### src/rtl/instr_fetch_unit.sv
// Fetch stage: latches the PC, reads instruction memory, and holds the word for the decoder.
// Optional fetch timeout with a sticky error state when IFETCH_TIMEOUT_EN is defined.
module instr_fetch_unit #(
    parameter int unsigned DATA_W      = 16,
    parameter int unsigned ADDR_W      = 16,
    parameter int unsigned TIMEOUT_CYC = 255
) (
    input  logic              clk,
    input  logic              rst,
    input  logic              run,
    input  logic              flush,
    input  logic [ADDR_W-1:0] pc_in,
    output logic              pc_inc,
    output logic [ADDR_W-1:0] mem_addr,
    output logic              mem_rd,
    input  logic              mem_rdy,
    input  logic [DATA_W-1:0] mem_data,
    output logic [DATA_W-1:0] ir_out,
    output logic              ir_valid,
    input  logic              ir_ready,
    output logic              fetch_err
);

`ifdef IFETCH_TIMEOUT_EN
    typedef enum logic [1:0] {IDLE, FETCH, HOLD, ERR} state_e;
`else
    typedef enum logic [1:0] {IDLE, FETCH, HOLD} state_e;
`endif

    // A zero timeout would underflow the terminal-count compare.
    if (TIMEOUT_CYC == 0) begin : g_bad_timeout
        $error("TIMEOUT_CYC must be nonzero");
    end

    state_e              state_q, state_d;
    logic [ADDR_W-1:0]   addr_q, addr_d;
    logic [DATA_W-1:0]   ir_q, ir_d;
    logic                valid_q, valid_d;
    logic                inc_q, inc_d;

`ifdef IFETCH_TIMEOUT_EN
    localparam int unsigned CNT_W = $clog2(TIMEOUT_CYC + 1);
    logic [CNT_W-1:0]    cnt_q, cnt_d;
    logic                err_q, err_d;
`endif

    always_comb begin
        state_d = state_q;
        addr_d  = addr_q;
        ir_d    = ir_q;
        valid_d = valid_q;
        inc_d   = 1'b0;
`ifdef IFETCH_TIMEOUT_EN
        cnt_d   = cnt_q;
        err_d   = err_q;
`endif
        if (flush) begin
            state_d = IDLE;
            valid_d = 1'b0;
`ifdef IFETCH_TIMEOUT_EN
            err_d   = 1'b0;
`endif
        end else begin
            case (state_q)
                IDLE: begin
                    if (run) begin
                        addr_d  = pc_in;
                        state_d = FETCH;
`ifdef IFETCH_TIMEOUT_EN
                        cnt_d   = '0;
`endif
                    end
                end
                FETCH: begin
                    if (mem_rdy) begin
                        ir_d    = mem_data;
                        valid_d = 1'b1;
                        inc_d   = 1'b1;
                        state_d = HOLD;
                    end
`ifdef IFETCH_TIMEOUT_EN
                    else if (cnt_q == CNT_W'(TIMEOUT_CYC - 1)) begin
                        err_d   = 1'b1;
                        state_d = ERR;
                    end else begin
                        cnt_d   = cnt_q + CNT_W'(1);
                    end
`endif
                end
                HOLD: begin
                    if (valid_q && ir_ready) begin
                        valid_d = 1'b0;
                        state_d = IDLE;
                    end
                end
                default: ;
            endcase
        end
    end

    always_ff @(posedge clk) begin
        if (rst) begin
            state_q <= IDLE;
            addr_q  <= '0;
            ir_q    <= '0;
            valid_q <= 1'b0;
            inc_q   <= 1'b0;
        end else begin
            state_q <= state_d;
            addr_q  <= addr_d;
            ir_q    <= ir_d;
            valid_q <= valid_d;
            inc_q   <= inc_d;
        end
    end

`ifdef IFETCH_TIMEOUT_EN
    always_ff @(posedge clk) begin
        if (rst) begin
            cnt_q <= '0;
            err_q <= 1'b0;
        end else begin
            cnt_q <= cnt_d;
            err_q <= err_d;
        end
    end

    assign fetch_err = err_q;
`else
    assign fetch_err = 1'b0;
`endif

    assign mem_rd   = (state_q == FETCH);
    assign mem_addr = addr_q;
    assign ir_out   = ir_q;
    assign ir_valid = valid_q;
    assign pc_inc   = inc_q;

endmodule

### config.mk
export PLATFORM = sky130hd
export DESIGN_NAME = instr_fetch_unit
export DESIGN_NICKNAME = d
export VERILOG_FILES = /design/src/rtl/instr_fetch_unit.sv
export SDC_FILE = /design/constraint.sdc
export NUM_CORES = 1
export LEC_CHECK = 0
export ABC_CLOCK_PERIOD_IN_PS = 1850
export CAP_MARGIN = 20
export CORE_ASPECT_RATIO = 1.75
export CORE_MARGIN = 1.5
export CORE_UTILIZATION = 38
export CTS_BUF_LIST = sky130_fd_sc_hd__clkbuf_16
export DETAILED_ROUTE_END_ITERATION = 12
export PLACE_DENSITY = 0.88
export SLEW_MARGIN = 20
export SYNTH_ARGS = -nofsm -noshare
export SYNTH_HDL_FRONTEND = slang
export SYNTH_SLANG_ARGS = --single-unit
export TNS_END_PERCENT = 1
### constraint.sdc
create_clock -name clk -period 1.85 [get_ports clk]
set_input_delay 0.37 -clock clk [delete_from_list [all_inputs] [get_ports clk]]
set_output_delay 0.37 -clock clk [all_outputs]
set_load 0.1 [all_outputs]
==> results.txt, run 1 <==
Outcome: finished clean
Die width: 48.7 um
Pint: 0.00158 W
Main combinational cell family by area after synthesis: simple AND/OR/NAND/NOR gates
Vias in the first global route: 1276
Post-CTS sizing: 0
Syn Area/Cell: 8.15 um^2
Syn Inst Count: 170
Sum Neg Setup Slack: 0 ns
Initial DRC Count: 21
Simple-gate share of the synthesized area: 23.6%
TritonCTS clock tree: done
# H-tree levels: 2
Worst min path class: reg2reg
Num Clock Sinks: 36
Clock transition at the registers of the reported paths: 0.05 ns
Seq pwr share: 37.8%
Worst R2R Path Depth: 5
Worst setup EP type: register
Post-route clock period utilization: 90.0%
Min Tclk post-route: 1.66 ns
Area delta synth->final: 68.4%
Via count: 1351
Maximum capacitance violations: 0
Deepest clock path buffer count: 2
CTS root buffer: clkbuf_16
Post-synthesis mux area share: 1.81%
Num rows: 28
Leakage power: 0.932 nW
Fillers: 268
FMAX: 0.601 GHz
Die area: 4030 um^2
Initial core utilization: 40.4%
XOR/XNOR Fraction of Synth Area: 0%
Mapped Area: 1390 um^2
Most used DFF post-synth: dfxtp_1
Die Y: 82.9 um
Global route total overflow: 0
Pwr Density: 927 nW/um^2
Final Routed Wirelength: 3660 um
Antenna cells: 0
Kind of critical path: reg2reg
CP arrival: 1.84 ns
Final Wtd Congestion: 0.781
Worst-skew pair later-pin latency: 0.28 ns
Largest net degree at the start of global routing: 33
IO Port Bufs: 72
Final setup viols: 0
Final hold violations: 0
Layout cell share with drive strength beyond 1: 20.7%
Drt drc: 0
Vias/cell: 4.71
Clock buffer count from CTS: 5
Slew margin rel.: 61.7%
CP Max Fanout: 4
Adder-cell share of the synthesized area: 3.61%
Crit path launch type: register
First-pass GRT wire length: 5900 um
Setup repair bufs after CTS: 0
Drt first pass iters: 4
Drt wl/cell: 12.7 um
I/O pin count: 74
RSZ-0062 raised after global routing: false
Util after Layout: 68.0%
Net Sw Frac: 26.9%
Multi-input gate area: 606 um^2
Worst vdd ir: 0.000771 V
Global Route Usage Sum: 18.7%
Ys Warns: 0
WP data required: 2.03 ns
Final HPWL DP: 2630 um
Number of distinct library cells after synthesis: 24
# nets final: 283
Synth Area in Compound Gates: 14.4%
Yosys reg bits: 36
Sequential fraction of the synthesis area: 52.0%
Comb pwr share: 19.4%
Clock Skew: 0.00226 ns
Clock share of power: 42.9%
Synth Net Count: 212
Register area: 721 um^2
Core area: 3430 um^2
Worst hold path depth: 2
Post-route ant nets: 0
Asr flop ratio synth: 0%
Cts hold-fix bufs: 0
Antenna violations before repair: 0
EDFF count, synth: 0
Net Switching: 0.000583 W
Worst Max-Slew Pin Slew: 0.575 ns
Slew Limit Fails: 0
==> final cells by class <==
cell class                      instances  share of cell area [%]
Timing Repair Buffer                   75                    33.4
Sequential cell                        36                    30.9
Clock inverter                          3                    1.66
Multi-Input combinational cell        121                    25.9
Clock buffer                            5                    5.36
Tap cell                               45                    2.41
Inverter                                2                   0.322
==> synth_stat cells (2+ instances only) <==
cell | instances | share of area, %
buf_2 | 4 | 1.4
nand3b_1 | 2 | 1.1
a21oi_1 | 32 | 12
clkbuf_2 | 2 | 0.72
and3b_1 | 2 | 1.3
clkbuf_1 | 4 | 1.1
ha_1 | 4 | 3.6
dfxtp_1 | 36 | 52
inv_1 | 2 | 0.54
nand2_1 | 68 | 18
==> critical path, stage by stage (launching register included) <==
cell and delay (ns):
dfxtp_1 0.38, inv_1 0.08, ha_1 0.32, mux2_4 0.28, and3_4 0.16, a2111oi_2 0.33
==> routing by layer <==
layer / part of all wire [%] / wire [um] / vias to the layer above / global-route usage [%]
met5: 0 / 0 / - / 0
met4: 2.1 / 75 / 0 / 9.35
met3: 5.2 / 189 / 6 / 4.50
met2: 55 / 2000 / 45 / 33.5
met1: 38 / 1390 / 612 / 19.9
li1: - / - / 688 / -
==> stage by stage <==
| stage | std cells | total power [W] | worst slack (ns) | hold WS [ns] | area [um^2] |
|---|---|---|---|---|---|
| after floorplan | 170 | 0.00109 | 0.146 | 0.446 | 1390 |
| after global placement | 279 | 0.00125 | 0.0560 | 0.442 | 2170 |
| after detailed placement | 279 | 0.00125 | -0.00648 | 0.447 | 2170 |
| after CTS | 287 | 0.00218 | 0.183 | 0.455 | 2330 |
| after global routing | 287 | 0.00224 | 0.0532 | 0.470 | 2330 |
| final | 287 | 0.00217 | 0.185 | 0.452 | 2330 |
==> cell usage in the layout, fill, tap and decap left out, types with 2 or more instances in the layout <==
master	n
inv_1	3
buf_12	10
a21oi_1	32
dfxtp_1	36
nand3b_1	2
nand2_1	68
and3b_1	2
clkdlybuf4s50_1	37
clkbuf_16	5
buf_4	28
ha_1	4
==> sequential cells by signal (all words and copies together), names as in the netlist <==
signal,cells
ir_out,16
mem_addr,16
state_q,2
ir_valid,1
pc_inc,1
==> worst paths after layout <==
path	endpoint	start	slack (ns)
max	state_q[0]	state_q[0]	0.19
min	mem_addr[5]	mem_addr[5]	0.45
max reg2reg	state_q[0]	state_q[0]	0.19
min reg2reg	mem_addr[5]	mem_addr[5]	0.45
==> cells by family (layout without fill, tap and decap cells) <==
group,Yosys count,after routing
AOI/OAI and AO/OA,36,36
adders and majority gates,4,4
buffers and inverters,13,85
DFF,36,36
muxes,2,2
other,1,1
and+or+nand+nor,78,78
==> power groups by stage <==
stage                     sequential [W]  clock (W)  combinational, W
after detailed placement        0.000834          0          0.000419
after global placement          0.000832          0          0.000416
after CTS                       0.000817   0.000946          0.000421
after floorplan                 0.000992          0         0.0000994
final                           0.000818   0.000928          0.000420
after global routing            0.000820   0.000984          0.000438
No activity file was read; power rests on OpenSTA's default activity.
==> inputs of run 2 (changes only) <==
--- a/config.mk
+++ b/config.mk
@@ -5,14 +5,13 @@
 export SDC_FILE = /design/constraint.sdc
 export NUM_CORES = 1
 export LEC_CHECK = 0
-export ABC_CLOCK_PERIOD_IN_PS = 1850
 export CAP_MARGIN = 20
 export CORE_ASPECT_RATIO = 1.75
 export CORE_MARGIN = 1.5
 export CORE_UTILIZATION = 38
 export CTS_BUF_LIST = sky130_fd_sc_hd__clkbuf_16
 export DETAILED_ROUTE_END_ITERATION = 12
-export PLACE_DENSITY = 0.88
+export PLACE_DENSITY = 0.78
 export SLEW_MARGIN = 20
 export SYNTH_ARGS = -nofsm -noshare
 export SYNTH_HDL_FRONTEND = slang
==> results.txt, run 2 (synthesis results as in run 1) <==
Crit-path slowest cell: dfxtp_1
# nets final: 285
CP Max Fanout: 4
Pwr Density: 876 nW/um^2
Top Layer Used: met4
Worst min path class: reg2reg
Crit path launch type: register
Die area: 4030 um^2
FMAX: 0.591 GHz
Outcome: finished clean
Min Tclk post-route: 1.69 ns
DRT met1 WL: 1370 um
Max incr delay on CP: 0.39 ns
Maximum capacitance violations: 0
Vias/cell: 4.71
Final hold violations: 0
Most frequent cells in the layout: nand2_1 (68), clkdlybuf4s50_1 (37), dfxtp_1 (36), a21oi_1 (32), buf_4 (32)
CTS root buffer: clkbuf_16
Drt first pass iters: 4
Initial DRC Count: 22
Num rows: 28
Area delta synth->final: 66.0%
Post-CTS sizing: 0
Via count: 1361
Leakage power: 0.917 nW
WP data required: 2.02 ns
I/O pin count: 74
Vias in the first global route: 1296
Initial core utilization: 40.4%
Slew margin rel.: 63.3%
Final HPWL DP: 2640 um
Largest net degree at the start of global routing: 22
Clock buffer count from CTS: 5
Clock Skew: 0.00341 ns
Core area: 3430 um^2
Setup repair bufs after CTS: 0
Most common cell after layout, fill and taps aside: nand2_1
Met3 Wirelength: 224 um
Setup ws final: 0.159 ns
Cts hold-fix bufs: 0
Deepest clock path buffer count: 2
Slew Limit Fails: 0
Final setup viols: 0
Post-route ant nets: 0
Clock transition at the registers of the reported paths: 0.05 ns
Met2 wire length: 1910 um
Kind of critical path: reg2reg
CP Cell Sequence: inv_1, ha_1, mux2_4, and3_4, a2111oi_2
Antenna cells: 0
Worst vdd ir: 0.000876 V
Global Route Usage Sum: 18.4%
Worst-skew pair later-pin latency: 0.27 ns
# H-tree levels: 2
Crit-path leading delay family: flip-flops
Antenna violations before repair: 0
RSZ-0062 raised after global routing: false
Die width: 48.7 um
Die Y: 82.9 um
Drt drc: 0
CP bufs+invs: 1
CP arrival: 1.86 ns
Layout cell share with drive strength beyond 1: 20.9%
Pre-CTS setup slack: 0.0582 ns
Sum Neg Setup Slack: 0 ns
Total power: 0.00201 W
Worst Max-Slew Pin Slew: 0.550 ns
Drt wl/cell: 12.3 um
WHS: 0.454 ns
Post-route clock period utilization: 91.4%
Global route total overflow: 0
First-pass GRT wire length: 5910 um
Final Routed Wirelength: 3560 um
TritonCTS clock tree: done
Num Clock Sinks: 36
Final Wtd Congestion: 0.728
IO Port Bufs: 72
Worst setup EP type: register
run 2: worst reg2reg max path: cells and delay by family, from the launching register on:
family          cells  cell delay, ns
flops               1            0.39
compound gates      1            0.34
fa+ha+maj           1            0.33
mux                 1            0.29
simple gates        1            0.16
buf+inv             1            0.08
run 2: report_power, final:
group | total [W] | switching [W] | internal, W | leakage (nW)
clock network | 0.000785 | 0.000297 | 0.000488 | 0.0687
registers | 0.000816 | 0.0000157 | 0.000800 | 0.292
logic | 0.000413 | 0.000263 | 0.000150 | 0.556
total | 0.00201 | 0.000576 | 0.00144 | 0.917
run 2: layout make-up:
cell class              count  area, um^2
clock buffers               5         125
clock inverters             3        15.0
fillers                   320        1130
inverters                   2        7.51
multi-input cells         121         606
flip-flops and latches     36         721
well taps                  45        56.3
repair buffers             77         771
run 2: worst paths after layout:
check / startpoint / endpoint / slack, ns / cells past startpoint
setup / recovery: state_q[0] / state_q[0] / 0.16 / 5
hold / removal: ir_out[5] / ir_out[5] / 0.45 / 2
setup reg to reg: state_q[0] / state_q[0] / 0.16 / 5
hold reg to reg: ir_out[5] / ir_out[5] / 0.45 / 2
run 2: through the flow:
stage               instances  area (um^2)  util [%]
floorplan                 170         1390         -
detailed placement        281         2160      62.9
global route              289         2300      67.0
finish                    289         2300      67.0
global placement          281         2160      62.9
CTS                       289         2300      67.0
run 2: metal layers:
metal  up-vias  track usage (%)
li1        694                -
met4         0             7.01
met5         -                0
met1       611             19.4
met3         6             4.86
met2        50             33.9
